## config.mk

```make
export PLATFORM = sky130hd
export DESIGN_NAME = l1d_fsm_nway
export DESIGN_NICKNAME = d
export VERILOG_FILES = /design/src/rtl/l1d_fsm_nway.sv
export SDC_FILE = /design/constraint.sdc
export NUM_CORES = 1
export LEC_CHECK = 0
export ABC_CLOCK_PERIOD_IN_PS = 2900
export BUFFER_PORTS_ARGS = -buffer_cell sky130_fd_sc_hd__buf_2
export CAP_MARGIN = 20
export CORE_AREA = 2 2 39 41
export DETAILED_ROUTE_END_ITERATION = 10
export DIE_AREA = 0 0 41 43
export GPL_ROUTABILITY_DRIVEN = 0
export PLACE_DENSITY = 0.73
export SLEW_MARGIN = 20
export SYNTH_ARGS = -nofsm -noshare
export SYNTH_HDL_FRONTEND = slang
export SYNTH_SLANG_ARGS = --single-unit
```

## constraint.sdc

```tcl
create_clock -name clk -period 2.9 [get_ports clk]
set_input_delay 0.435 -clock clk [delete_from_list [all_inputs] [get_ports clk]]
set_output_delay 0.435 -clock clk [all_outputs]
set_load 0.01 [all_outputs]
```

## src/rtl/l1d_fsm_nway.sv

```systemverilog
// l1d_fsm_nway: N-way L1D main controller. It sequences Idle / WriteBus /
// ReadBus / WriteCache, using multi-beat write-back and refill bursts, a latched
// victim way, and an abort path for bus errors.
// Optional build macro L1D_FSM_PERF_EN adds the 32-bit counters perf_hit,
// perf_miss and perf_wb.
module l1d_fsm_nway #(
  parameter int unsigned WAYS   = 2,
  parameter int unsigned WAY_W  = 1,
  parameter int unsigned BEATS  = 4,
  parameter int unsigned BEAT_W = 2
) (
  input  logic              clk,
  input  logic              rst,
  input  logic              core_req,
  input  logic              core_rd,
  input  logic              hit,
  input  logic [WAY_W-1:0]  hit_way,
  input  logic [WAY_W-1:0]  victim_way,
  input  logic              victim_valid,
  input  logic              victim_dirty,
  input  logic              bus_wr_ready,
  input  logic              bus_rd_valid,
  input  logic              bus_err,
  output logic              bus_wr_req,
  output logic              bus_rd_req,
  output logic [BEAT_W-1:0] beat_cnt,
  output logic              fill_we,
  output logic              cache_we,
  output logic [WAY_W-1:0]  way_sel,
  output logic              core_ready,
  output logic              core_err,
  output logic [1:0]        fsm_state,
  output logic [1:0]        fsm_state_d1
`ifdef L1D_FSM_PERF_EN
  ,
  output logic [31:0]       perf_hit,
  output logic [31:0]       perf_miss,
  output logic [31:0]       perf_wb
`endif
);

  typedef enum logic [1:0] {
    S_IDLE = 2'b00,
    S_WB   = 2'b01,
    S_RB   = 2'b10,
    S_WC   = 2'b11
  } state_t;

  localparam logic [BEAT_W-1:0] LAST_BEAT = BEAT_W'(BEATS - 1);

  // Elaboration guard: way index width must cover exactly WAYS ways
  if (WAYS != (32'd1 << WAY_W)) begin : g_bad_ways
    $error("l1d_fsm_nway: WAYS must equal 2**WAY_W");
  end

  state_t            state, state_nx;
  logic [BEAT_W-1:0] beat_r, beat_nx;
  logic [WAY_W-1:0]  way_r, way_nx;
  logic [1:0]        state_d1_r;

  // State, beat counter, latched way and delayed state registers
  always_ff @(posedge clk or posedge rst) begin
    if (rst) begin
      state      <= S_IDLE;
      beat_r     <= '0;
      way_r      <= '0;
      state_d1_r <= 2'b00;
    end else begin
      state      <= state_nx;
      beat_r     <= beat_nx;
      way_r      <= way_nx;
      state_d1_r <= state;
    end
  end

  // Next-state logic and strobe decode; bus_err takes priority over ready/valid
  always_comb begin
    state_nx   = state;
    beat_nx    = beat_r;
    way_nx     = way_r;
    bus_wr_req = 1'b0;
    bus_rd_req = 1'b0;
    fill_we    = 1'b0;
    cache_we   = 1'b0;
    core_ready = 1'b0;
    core_err   = 1'b0;
    way_sel    = way_r;
    unique case (state)
      S_IDLE: begin
        way_sel = hit_way;
        if (core_req) begin
          if (hit) begin
            if (core_rd) begin
              core_ready = !rst;
            end else begin
              way_nx   = hit_way;
              state_nx = S_WC;
            end
          end else begin
            way_nx   = victim_way;
            state_nx = (victim_valid && victim_dirty) ? S_WB : S_RB;
          end
        end
      end
      S_WB: begin
        bus_wr_req = 1'b1;
        if (bus_err) begin
          core_err = 1'b1;
          beat_nx  = '0;
          state_nx = S_IDLE;
        end else if (bus_wr_ready) begin
          beat_nx = beat_r + BEAT_W'(1);
          if (beat_r == LAST_BEAT) state_nx = S_RB;
        end
      end
      S_RB: begin
        bus_rd_req = 1'b1;
        if (bus_err) begin
          core_err = 1'b1;
          beat_nx  = '0;
          state_nx = S_IDLE;
        end else if (bus_rd_valid) begin
          fill_we = 1'b1;
          beat_nx = beat_r + BEAT_W'(1);
          if (beat_r == LAST_BEAT) state_nx = S_WC;
        end
      end
      S_WC: begin
        cache_we   = 1'b1;
        core_ready = 1'b1;
        state_nx   = S_IDLE;
      end
      default: state_nx = S_IDLE;
    endcase
  end

  assign beat_cnt     = beat_r;
  assign fsm_state    = state;
  assign fsm_state_d1 = state_d1_r;

`ifdef L1D_FSM_PERF_EN
  logic hit_acc, miss_acc, wb_done;
  assign hit_acc  = (state == S_IDLE) && core_req && hit;
  assign miss_acc = (state == S_IDLE) && core_req && !hit;
  assign wb_done  = (state == S_WB) && !bus_err && bus_wr_ready && (beat_r == LAST_BEAT);

  // Free-running event counters, wrapping at 2^32
  always_ff @(posedge clk or posedge rst) begin
    if (rst) begin
      perf_hit  <= '0;
      perf_miss <= '0;
      perf_wb   <= '0;
    end else begin
      if (hit_acc)  perf_hit  <= perf_hit + 32'd1;
      if (miss_acc) perf_miss <= perf_miss + 32'd1;
      if (wb_done)  perf_wb   <= perf_wb + 32'd1;
    end
  end
`endif

endmodule

```

== After elaboration in Yosys (flattened, before gate mapping) ==
Cells that the tools add are included.
Word-level totals
  register bits after elaboration: 7
  latch bits: 0
  bits in writable memories: 0
  bits in read-only memories: 0
  input port bits: 12
  output and inout port bits: 13
  word-level logic and storage cells: 55
  memories: 0
Cells by class
  $add $sub $neg: 1
  $mul: 0
  div/mod/pow operators: 0
  magnitude comparators: 0
  eq/ne operators: 11
  shift operators: 0
  muxes and demuxes: 31
  bitwise operators: 0
  reduce and logical (&&, ||, !) cells: 8
Operator list (number)
  2-to-1 mux 2 bit: 14
  inequality test 3 bit (second input constant): 5
  2-to-1 mux 1 bit: 14
  case mux 2 bit (4 select lines): 1
  == test 2 bit (second input constant): 3
  AND reduction 3 bit: 2
  AND reduction 6 bit: 1
  inequality test 2 bit (second input constant): 2
  case mux 2 bit (2 select lines): 1
  adder 2 x 1 -> 2 bit (second input constant): 1
  == test 2 x 1 -> 1 bit (second input constant): 1
  zero test 2 bit: 1
  case mux 1 bit (2 select lines): 1
  nonzero test 2 bit: 1
  OR reduction 2 bit: 1
  logical AND 1 bit: 1
  zero test 1 bit: 1

== Longest topological paths before layout ==
  depth in word-level cells: 5
  mapped depth: 6
  mapped depth without buffers: 6

== Worst setup path after synthesis ==
Ideal clock, no wire load.
  path kind: register to register
  start point: register state[0] (netlist: fsm_state[0])
  end point: register state[0] (netlist: fsm_state[0])
  library setup time: 128 ps
  arrival time: 1634 ps
  data required time: 2772 ps
  path slack: 1139 ps
  cell stages (with the launch flop): 7
  path buffers: 0
  clock period less this slack: 1761 ps
  cells stage by stage: dfrtp_1 > inv_1 > ha_1 > nor2_1 > nor3_1 > a211oi_2 > mux2_1
On the way
  word-level cells in the longest chain between the ends: 3
  elaborated cells between the ends (all ways): 12
  those cells by class: 9 x eq/ne; 1 x mux; 2 x reduce/logical
RTL lines
  start: declaration: line 56  | state_t state, state_nx;
  start signal: assignment: line 69  | state <= state_nx;
  == test 2 x 1 -> 1 bit (tied with other cells): line 88  | unique case (state)
  inequality test 3 bit (no source line) or inequality test 2 bit (tied branches)
  AND reduction 6 bit (no source line)
Parallel ways exist; a longest one is shown, timed or not.
A chain may end at the register's enable or synchronous reset.

== Final worst setup path ==
  start point: register state[0] (netlist: fsm_state[0])
  end point: output way_sel
On the way
  word-level cells in the longest chain between the ends: 2
RTL lines
  zero test 2 bit: line 88
  2-to-1 mux 1 bit: line 88
  end: declaration: line 29  | output logic [WAY_W-1:0] way_sel,
No other way between the ends.

==> reports/results.txt <==
Setup repair after global routing left no endpoint under its margin. The tools report the number of hold violations in the final report as 0. The number of gates resized after CTS was 0.

The tools report the unique cell type count in the Yosys netlist as 20. The clock network burns 13.4% of the power. The library cell used most frequently in the layout, excluding fill and tap cells, is sky130_fd_sc_hd__buf_2. At the end of the flow, the number of nets in the layout was 100. Yosys mapped a number of flops with a built-in enable equal to 0. Input and output buffers added on the ports amount to 24. The net count after synthesis was 71.

The run gives 0 as the final number of max-transition violations. The tools report the initial antenna violation count as 0. After detailed routing, the average wire length per cell comes to 11.0 microns. Along the worst path, the maximum fanout reaches 7. For the H-tree depth reported by CTS, the log shows 1. Via density per instance: 4.86. The number of rows in the core area came out at 14.

The logs give 14.9% for the total routing usage reported by global routing and 0.496 GHz for the maximum clock frequency. The placed wire-length estimate after detailed placement is 876 microns. The tree is rooted in a sky130_fd_sc_hd__clkbuf_4. The logs give 3 for the number of buffers created by CTS and 27.9% for the relative contribution of sequential cells to total power.

At the worst endpoint, the required time is 2470 ps. Detailed routing inserted a total of 467 vias. The number of antenna-violating nets in the routed design was 0.

At the later pin of the worst-skew pair, clock insertion delay measures 250 ps. Number of global-route vias before repair: 433. For the number of sinks driven by the clock tree, the log shows 7. The total negative slack for setup checks is 0 ps. Of the available clock period, the critical path in the final layout requires 69.5%.

After synthesis, the cell types taking the most area are sky130_fd_sc_hd__dfrtp_1 36%, sky130_fd_sc_hd__ha_1 18%, sky130_fd_sc_hd__nor2_1 5.4%. The analysis attributes to net switching a power of 288 uW. The endpoint type of the worst setup path was an output pin.

The number of hold buffers added after CTS was 0. The initial utilization of the core area, before any placement, comes to 35.4%. The run gives 52 as the cell count after synthesis.

The layout-stage area growth over the synthesis result was 34.0%. After detailed routing, the number of remaining DRC violations is 0. The number of setup violations in the final report was 0; the area enclosed by the die boundary was 1760 sq um.

The logs give 175 sq um for the area of all sequential standard cells and 0 for the number of maximum-capacitance violations. After synthesis the netlist holds a flip-flop and latch count of 7. The run finished with clean final reports.

Predominant post-synthesis flop cell: sky130_fd_sc_hd__dfrtp_1. After the first detailed-routing iteration, the DRC count stood at 2. Buffers added to address setup during post-CTS repair amount to 0. The placeable core region came out at 1380 sq um.

After detailed routing, the total wire length is 1060 microns. The finished layout holds 96 standard cells, fillers aside. The run gives 0.000342 V as the worst vdd rail ir drop. The yosys synthesis warning count came out at 0. The arrival time reported for the critical path endpoint was 1580 ps; the number of cells after detailed placement was 92.

Between clock sinks in the finished design, the worst skew comes to 3.62 ps. The min-delay analysis places its worst path in the category input pin to async pin. Sequential elements use 35.8% of the synthesized area. The slew at the pin with the worst max-slew slack is 283 ps, and the number of antenna cells inserted is 0. For the final worst hold slack, the log shows 121 ps. Remaining max-slew budget at the tightest pin: 80.9%. STA classifies the critical path startpoint as a register. Dividing the synthesized area by the synthesized cell count gives 9.41 sq um. Power spread over the standard cell area amounts to 1000 nW/um^2.

For the area occupied by multi-input gates, the log shows 295 sq um. Filler cell count in the final layout: 132. In this run, the combinational gates consume 58.7% of the power. Cell internal power was estimated by the tool at 370 uW.

The chip width was 41 microns. The critical path is of the register to output pin type. In the synthesized netlist the async set-or-reset flop fraction comes to 100%.

The share of Yosys cell area claimed by the top area cell type was 35.8%. In this run the vertical extent of the chip is 43 microns. TritonCTS built the clock tree. The clock period could shrink to 2020 ps. Summed over all layers, the global routing overflow is 0.

For this run, the detailed router's first-pass iteration total came to 4. The fraction of layout cells with a size suffix above 1 came out at 40.0%. The top cell types in the final layout, fill and taps aside, are 24 x sky130_fd_sc_hd__buf_2, 7 x sky130_fd_sc_hd__nor2_1, 7 x sky130_fd_sc_hd__ha_1, 7 x sky130_fd_sc_hd__dfrtp_1, 5 x sky130_fd_sc_hd__inv_1.

In this run the static leakage power is 0.000363 uW. Cell type with the largest total area after synthesis: sky130_fd_sc_hd__dfrtp_1. Entering global routing, the biggest net connects 8 pins. The I/O pin count came out at 25. The maximum clock path buffer count came out at 2. The global-route wire length before repair was 1720 microns; the switching power as a share of total power was 43.7%. The clock slew seen by the registers of the worst setup and hold paths is 50 ps, and the area of the mapped netlist is 489 sq um.
[logic make-up (layout without fill, tap and decap cells)]
group	Yosys count	count (layout)	share of synthesized area, %
fa+ha+maj	7	7	17.9
flops	7	7	35.8
compound gates	9	9	12.3
buf+inv	5	33	3.84
mux	5	5	11.0
simple gates	19	19	19.2
[area by class of cell]
type	count	area share, %
Clock buffer	4	4.01
Inverter	5	2.86
Multi-Input combinational cell	40	45.0
Sequential cell	7	26.7
Tap cell	16	3.05
Timing Repair Buffer	24	18.3
[registers in the layout, summed over array words and instances (netlist names)]
| signal | cells |
|---|---|
| beat_cnt | 2 |
| fsm_state | 2 |
| fsm_state_d1 | 2 |
| way_r | 1 |
[metal layers]
layer	global-route usage [%]	up-vias	share of wire [%]
li1	-	237	-
met1	16.1	218	42
met2	23.1	10	53
met3	3.14	2	3.5
met4	12.0	0	1.8
met5	0	-	0
[critical path, stage by stage, from the launching register on]
cell and delay (ps):
sky130_fd_sc_hd__dfrtp_1 460, sky130_fd_sc_hd__inv_1 140, sky130_fd_sc_hd__ha_1 250, sky130_fd_sc_hd__mux2_2 350, sky130_fd_sc_hd__buf_2 140
[cells in the mapped netlist (2+ instances only)]
cell type                  number
sky130_fd_sc_hd__a21oi_1        3
sky130_fd_sc_hd__nor2_1         7
sky130_fd_sc_hd__nand2_1        3
sky130_fd_sc_hd__ha_1           7
sky130_fd_sc_hd__mux2i_1        2
sky130_fd_sc_hd__mux2_1         2
sky130_fd_sc_hd__inv_1          5
sky130_fd_sc_hd__nand2b_1       2
sky130_fd_sc_hd__o21ai_0        3
sky130_fd_sc_hd__nor3_1         2
sky130_fd_sc_hd__dfrtp_1        7
[power groups by stage]
stage	Sequential (uW)	Combinational [uW]	Clock (uW)
after floorplan	197	243	0
after global placement	182	384	0
after detailed placement	185	388	0
after CTS	184	391	92.3
after global routing	192	438	98.9
final	183	386	88.4
[stage by stage]
| stage | instance area (sq um) | setup WS, ps | total power [uW] | util, % |
|---|---|---|---|---|
| 3_3_place_gp | 629 | 1110 | 566 | 45.5 |
| 3_5_place_dp | 629 | 1060 | 574 | 45.5 |
| 5_1_grt | 656 | 703 | 729 | 47.4 |
| 2_1_floorplan | 489 | 1140 | 441 | - |
| 6_report | 656 | 884 | 658 | 47.4 |
| 4_1_cts | 656 | 880 | 667 | 47.4 |
[worst paths after layout]
kind,start,end,slack [ps],cells past startpoint
setup / recovery,fsm_state[0],way_sel,880,4
hold / removal,rst,fsm_state[0],120,2
setup reg to reg,fsm_state[0],fsm_state[0],1040,6
hold reg to reg,fsm_state[1],fsm_state_d1[1],470,0
max in group asynchronous,rst,fsm_state_d1[1],2570,2
min in group clk,fsm_state[1],fsm_state_d1[1],470,0
Note: power is estimated with default switching activity, not from simulation.
